**src/rtl/qam_symbol_mapper.sv**
```systemverilog
// Two-stage QPSK/16-QAM/64-QAM mapper with valid/ready flow control.
// Define QAM_SYMBOL_MAPPER_GRAY_EN for Gray-coded axes (binary otherwise).
module qam_symbol_mapper #(
    parameter int OUT_W = 32,
    parameter int CNT_W = 16
) (
    input  logic             clk,
    input  logic             rst,
    input  logic [1:0]       mode,
    input  logic [5:0]       in_bits,
    input  logic             in_last,
    input  logic             in_valid,
    output logic             in_ready,
    output logic [OUT_W-1:0] symbol_I,
    output logic [OUT_W-1:0] symbol_Q,
    output logic             out_last,
    output logic             out_valid,
    input  logic             out_ready,
    output logic [CNT_W-1:0] sym_cnt,
    output logic             mode_err
);

    logic             s1_valid_q, s1_valid_d;
    logic [1:0]       s1_mode_q, s1_mode_d;
    logic [2:0]       s1_i_q, s1_i_d;
    logic [2:0]       s1_qb_q, s1_qb_d;
    logic             s1_last_q, s1_last_d;
    logic             s2_valid_q, s2_valid_d;
    logic [OUT_W-1:0] sym_i_q, sym_i_d;
    logic [OUT_W-1:0] sym_q_q, sym_q_d;
    logic             s2_last_q, s2_last_d;
    logic [CNT_W-1:0] cnt_q, cnt_d;
    logic             err_q, err_d;
    logic             s2_load;

    // Keep only the k bits of the axis; in Gray builds also convert to a binary index.
    function automatic logic [2:0] axis_idx(input logic [1:0] m, input logic [2:0] g);
        logic [2:0] b;
        case (m)
            2'd0:    b = {2'b00, g[0]};
            2'd1:    b = {1'b0, g[1:0]};
            2'd2:    b = g;
            default: b = 3'b000;
        endcase
`ifdef QAM_SYMBOL_MAPPER_GRAY_EN
        return {b[2], b[2] ^ b[1], b[2] ^ b[1] ^ b[0]};
`else
        return b;
`endif
    endfunction

    // Odd integer level as a 5-bit two's-complement value.
    function automatic logic [4:0] axis_level(input logic [1:0] m, input logic [2:0] idx);
        logic [4:0] lvl;
`ifdef QAM_SYMBOL_MAPPER_GRAY_EN
        case (m)
            2'd0:    lvl = {1'b0, idx, 1'b0} - 5'd1;
            2'd1:    lvl = {1'b0, idx, 1'b0} - 5'd3;
            2'd2:    lvl = {1'b0, idx, 1'b0} - 5'd7;
            default: lvl = 5'd0;
        endcase
`else
        case (m)
            2'd0:    lvl = {{4{idx[0]}}, 1'b1};
            2'd1:    lvl = {{3{idx[1]}}, idx[1:0], 1'b1};
            2'd2:    lvl = {{2{idx[2]}}, idx, 1'b1};
            default: lvl = 5'd0;
        endcase
`endif
        return lvl;
    endfunction

    // Left-align the level so full scale of every mode reaches the output MSB.
    function automatic logic [OUT_W-1:0] axis_scale(input logic [1:0] m, input logic [4:0] lvl);
        logic [OUT_W-1:0] ext;
        logic [OUT_W-1:0] res;
        ext = {{(OUT_W-5){lvl[4]}}, lvl};
        case (m)
            2'd0:    res = ext << (OUT_W - 2);
            2'd1:    res = ext << (OUT_W - 3);
            2'd2:    res = ext << (OUT_W - 4);
            default: res = '0;
        endcase
        return res;
    endfunction

    assign s2_load  = !s2_valid_q || out_ready;
    assign in_ready = !s1_valid_q || s2_load;

    always_comb begin
        s1_valid_d = s1_valid_q;
        s1_mode_d  = s1_mode_q;
        s1_i_d     = s1_i_q;
        s1_qb_d    = s1_qb_q;
        s1_last_d  = s1_last_q;
        err_d      = err_q;
        if (in_ready) begin
            s1_valid_d = in_valid;
            if (in_valid) begin
                s1_mode_d = mode;
                s1_i_d    = axis_idx(mode, {in_bits[5], in_bits[3], in_bits[1]});
                s1_qb_d   = axis_idx(mode, {in_bits[4], in_bits[2], in_bits[0]});
                s1_last_d = in_last;
                if (mode == 2'd3) begin
                    err_d = 1'b1;
                end
            end
        end
    end

    always_comb begin
        s2_valid_d = s2_valid_q;
        sym_i_d    = sym_i_q;
        sym_q_d    = sym_q_q;
        s2_last_d  = s2_last_q;
        if (s2_load) begin
            s2_valid_d = s1_valid_q;
            if (s1_valid_q) begin
                sym_i_d   = axis_scale(s1_mode_q, axis_level(s1_mode_q, s1_i_q));
                sym_q_d   = axis_scale(s1_mode_q, axis_level(s1_mode_q, s1_qb_q));
                s2_last_d = s1_last_q;
            end
        end
    end

    always_comb begin
        cnt_d = cnt_q;
        if (s2_valid_q && out_ready) begin
            cnt_d = cnt_q + CNT_W'(1);
        end
    end

    always_ff @(posedge clk) begin
        if (rst) begin
            s1_valid_q <= 1'b0;
            s1_mode_q  <= 2'd0;
            s1_i_q     <= 3'd0;
            s1_qb_q    <= 3'd0;
            s1_last_q  <= 1'b0;
            s2_valid_q <= 1'b0;
            sym_i_q    <= '0;
            sym_q_q    <= '0;
            s2_last_q  <= 1'b0;
            cnt_q      <= '0;
            err_q      <= 1'b0;
        end else begin
            s1_valid_q <= s1_valid_d;
            s1_mode_q  <= s1_mode_d;
            s1_i_q     <= s1_i_d;
            s1_qb_q    <= s1_qb_d;
            s1_last_q  <= s1_last_d;
            s2_valid_q <= s2_valid_d;
            sym_i_q    <= sym_i_d;
            sym_q_q    <= sym_q_d;
            s2_last_q  <= s2_last_d;
            cnt_q      <= cnt_d;
            err_q      <= err_d;
        end
    end

    assign symbol_I  = sym_i_q;
    assign symbol_Q  = sym_q_q;
    assign out_last  = s2_last_q;
    assign out_valid = s2_valid_q;
    assign sym_cnt   = cnt_q;
    assign mode_err  = err_q;

endmodule

```
**config.mk**
```make
export PLATFORM = sky130hd
export DESIGN_NAME = qam_symbol_mapper
export DESIGN_NICKNAME = d
export VERILOG_FILES = /design/src/rtl/qam_symbol_mapper.sv
export SDC_FILE = /design/constraint.sdc
export NUM_CORES = 1
export LEC_CHECK = 0
export ABC_AREA = 1
export CORE_ASPECT_RATIO = 1.75
export CORE_MARGIN = 10
export CORE_UTILIZATION = 41
export DETAILED_ROUTE_END_ITERATION = 10
export PLACE_DENSITY = 0.79
export SYNTH_ARGS = -nofsm -noshare
export SYNTH_HDL_FRONTEND = slang
export SYNTH_SLANG_ARGS = --single-unit
```
**constraint.sdc**
```tcl
create_clock -name clk -period 1.6 [get_ports clk]
set_clock_uncertainty 0.05 [all_clocks]
set_input_delay 0.16 -clock clk [delete_from_list [all_inputs] [get_ports clk]]
set_output_delay 0.16 -clock clk [all_outputs]
set_load 0.01 [all_outputs]
```
---- After elaboration in Yosys (flattened, before gate mapping) ----
Index checks and enable logic that the tools add are counted.
operators by class
  reductions and logical operators ........ 10
  $add $sub $neg .......................... 1
  eq/ne operators ......................... 5
  multiplexer cells ....................... 6
operator list
  operator                                              number
  one-hot mux 32 bit (3 select lines)                   2
  one-hot mux 3 bit (3 select lines)                    2
  adder 16 x 1 -> 16 bit (second input constant)        1
  one-hot mux 4 bit (2 select lines)                    2
  equality test 2 bit (second input constant)           3
  equality test 2 x 1 -> 1 bit (second input constant)  2
  zero test 2 bit                                       2
  AND reduction 2 bit                                   2
  AND reduction 3 bit                                   1
  zero test 1 bit                                       2
  logical OR 1 bit                                      2
  logical AND 1 bit                                     1
storage, ports and cells
  register bits after elaboration ......... 93
  logic and storage cells ................. 33
  output and inout port bits .............. 84
  input port bits ......................... 13

---- Logic depth before layout (Yosys ltp) ----
  depth in word-level cells ............... 4
  mapped depth ............................ 8
  gate-level depth less buffers ........... 8

---- Worst setup path before layout ----
Ideal clock, no wire load.
  path kind ............................... reg2reg
  from .................................... reg cnt_q[1], in the netlist sym_cnt[1]
  to ...................................... reg cnt_q[14], in the netlist sym_cnt[14]
  arrival ................................. 1197 ps
  stages on the path, launching flop included .. 9
  buffers on the path ..................... 0
  library setup time ...................... 114 ps
  path slack .............................. 240 ps
  data required time ...................... 1436 ps
  path through ............................ dfxtp_1 -> ha_1 -> nand2_1 -> nor2_1 -> nand3_4 -> nor2_4 -> nand2_1 -> nand2_1 -> nor2_1
between the ends
  longest elaborated chain between the ends .. 1
RTL lines
  item                    RTL line  source
  start, declared         32        logic [CNT_W-1:0] cnt_q, cnt_d;
  start signal, assigned  156       cnt_q <= cnt_d;
  adder 16 x 1 -> 16 bit  129       cnt_d = cnt_q + CNT_W'(1);
No other way between the ends.
A chain may end at the register's enable or synchronous reset.

---- Final worst setup path ----
  from .................................... reg cnt_q[6], in the netlist sym_cnt[6]
  to ...................................... out sym_cnt[6]
RTL lines
  item           RTL line  source
  end, declared  19        output logic [CNT_W-1:0] sym_cnt,
No word-level cell between the ends.

==> impl_metrics.py <==
metrics = {
    "layout": {
        "antenna_cells": 0,
        "syn_to_final_growth_pct": 18.2,
        "final_common_cell": "conb_1",
        "ff_latch_area_um2": 721,
        "fill_cells": 474,
        "nets": 326,
        "multi_input_area_um2": 932,
        "drive_gt1_share_pct": 7.37,
        "final_util_pct": 49.8,
        "final_cell_mix": "56 x conb_1, 39 x clkdlybuf4s50_1, 36 x dfxtp_1",
    },
    "global_route": {
        "grt_max_degree": 20,
        "first_global_vias": 1561,
        "grt_pass1_wl_um": 6960,
        "track_usage_pct": 10.4,
        "gr-total-overflow": 0,
        "antenna_found_initial": 0,
    },
    "synthesis": {
        "yosys-mux-area-fraction_pct": 0,
        "synth_top_area_share_pct": 36.3,
        "synth_top_family_by_area": "buffers and inverters",
        "netlist_area_um2": 1980,
        "ys_ff_latch": 36,
        "synth_cell_types": 24,
        "ys_warn_count": 0,
        "synth-simple-area-share_pct": 21.8,
        "synth_fa_ha_area_share_pct": 0.631,
        "postSynthCellCount": 264,
        "syn_avg_cell_area_um2": 7.52,
        "synth_top_area_cell": "dfxtp_1",
        "ys_seq_area_share_pct": 36.3,
        "synth.top_cells.by_area": "dfxtp_1 36%, buf_4 22%, a21oi_1 7.1%",
        "synth-compound-area-share_pct": 14.0,
        "synthXorXnorAreaFrac_pct": 0,
    },
    "power": {
        "vdd_ir_drop_max_uv": 633,
        "power_density_nw_per_um2": 778,
        "power.leakage_nw": 0.990,
    },
    "setup_path": {
        "crit_fanout": 4,
        "path_delay_family": "buffers and inverters",
        "cp_slowest_cell": "clkdlybuf4s50_1",
        "reg2reg_slack_ps": 150,
        "cpPeakStageDelay_ps": 580,
        "end_kind": "primary output",
        "critPathKind": "reg -> out",
        "crit_start": "sym_cnt[6]",
        "startpoint_type": "flip-flop",
        "crit_required_ps": 1390,
        "worst-path-buf-inv": 1,
        "crit_arrival_ps": 1290,
        "rr_startpoint": "sym_cnt[1]",
        "crit_chain": "clkdlybuf4s50_1",
    },
    "cts": {
        "clock_path_buffers": 2,
        "clk_latency_ps": 280,
        "htreeDepth": 2,
        "cts_buffers": 5,
        "clk_root_buffer_cell": "clkbuf_8",
        "hold_buffers": 0,
        "cts_tree": "built",
        "clock_sinks": 36,
        "post-cts-setup-buffers": 0,
        "path_clk_slew_ps": 80,
    },
    "floorplan": {
        "row_count": 33,
        "start_util_pct": 42.2,
        "dieArea_um2": 8130,
        "top_level_ports": 97,
        "core_region_area_um2": 4710,
        "die_y_um": 112,
        "dieWidth_um": 72.6,
    },
    "detailed_routing": {
        "num_vias": 1611,
        "remaining_drc_errors": 0,
        "drt_wl_total_um": 4430,
        "via_per_inst": 4.43,
        "wire_per_inst_um": 12.2,
        "antenna_left": 0,
        "first_pass_iters": 4,
        "drtIter0Drc": 96,
    },
    "place": {
        "place_hpwl_um": 3590,
        "gp_congestion": 0.816,
        "io_buffers": 40,
    },
    "sta": {
        "rsz0062_at_grt": "no",
        "fin_crit_ps": 1500,
        "setup_tns_ps": 0,
        "tightest_slew_ps": 547,
        "max_freq_ghz": 0.669,
        "slew_headroom_pct": 63.5,
        "finalSetupViolCount": 0,
        "slew_violations": 0,
        "period_share_pct": 93.5,
        "hold_viol": 0,
    },
    "run": {
        "cap_violations": 0,
    },
    "min_path": {
        "hp-class": "in -> reg",
        "hp-start": "in_bits[0]",
    },
    "run_status": {
        "run_status": "finished clean",
    },
}
layout make-up:
cell class	count	share of cell area [%]
Tap cell	52	2.77
Clock buffer	5	2.93
Inverter	23	3.68
Clock inverter	2	0.534
Timing Repair Buffer	48	19.6
Sequential cell	36	30.7
Multi-Input combinational cell	198	39.8
metal layers:
metal	global-route usage, %	up-vias	part of all wire (%)
met4	5.60	0	1.6
met1	9.48	697	37
li1	-	830	-
met5	0	-	0
met3	4.85	6	13
met2	18.4	78	49
path summary, 6_finish.rpt:
path                   to  cells past startpoint
min            s1_qb_q[0]                      3
min reg2reg  symbol_Q[31]                      2
max reg2reg   sym_cnt[14]                      8
max            sym_cnt[6]                      1
per-stage QoR:
stage | hold WS (ps) | instance area, um2 | std cells | setup slack, ps | power, mW
finish | 390 | 2340 | 364 | 104 | 1.82
global route | 397 | 2340 | 364 | 12.3 | 1.91
CTS | 387 | 2340 | 364 | 76.6 | 1.83
detailed placement | 406 | 2260 | 357 | -8.98 | 1.22
global placement | 404 | 2260 | 357 | -5.87 | 1.21
floorplan | 272 | 2190 | 319 | 240 | 1.22
synth_stat cells:
library cell	instances
nor3_1	4
o21ai_0	16
buf_4	57
o211ai_1	1
nor2_4	2
ha_1	1
dfxtp_1	36
nand2_2	2
inv_1	23
nor2_1	28
a211oi_1	2
buf_1	1
nor4_1	1
and3_2	1
conb_1	1
nand2_1	34
nand3_4	2
o21a_1	3
buf_2	4
nor3b_1	2
a21oi_1	28
nand3_1	12
nor2_8	1
a31oi_1	2
power by group:
part           switching (mW)  total [mW]  internal, mW
combinational           0.161       0.255        0.0949
sequential             0.0221       0.947         0.925
clock                   0.326       0.621         0.295
total                   0.509        1.82          1.31
worst min-delay path, cell delays in order:
cell and delay [ps]:
clkdlybuf4s50_1 390, nand3_1 80, a21oi_1 50
flip-flops by register name, indices dropped and copies added (netlist names):
| name | flops |
|---|---|
| sym_cnt | 16 |
| symbol_I | 4 |
| s1_i_q | 3 |
| s1_qb_q | 3 |
| symbol_Q | 3 |
| s1_mode_q | 2 |
| mode_err | 1 |
| out_last | 1 |
| out_valid | 1 |
| s1_last_q | 1 |
| s1_valid_q | 1 |
cell families (layout without fill, tap and decap cells):
group,count (synthesis),in the layout
buffers and inverters,85,78
other,1,56
AND/OR/NAND/NOR,89,89
flip-flops,36,36
AO/OA/AOI/OAI,52,52
adder cells (fa/ha/maj),1,1
what timing repair did:
| item | CTS | global route |
|---|---|---|
| hold endpoints to repair | 0 | 0 |
| setup endpoints to repair | 1 | 0 |
| gates resized for setup | 1 | 0 |
(Power assumes the default switching activity.)
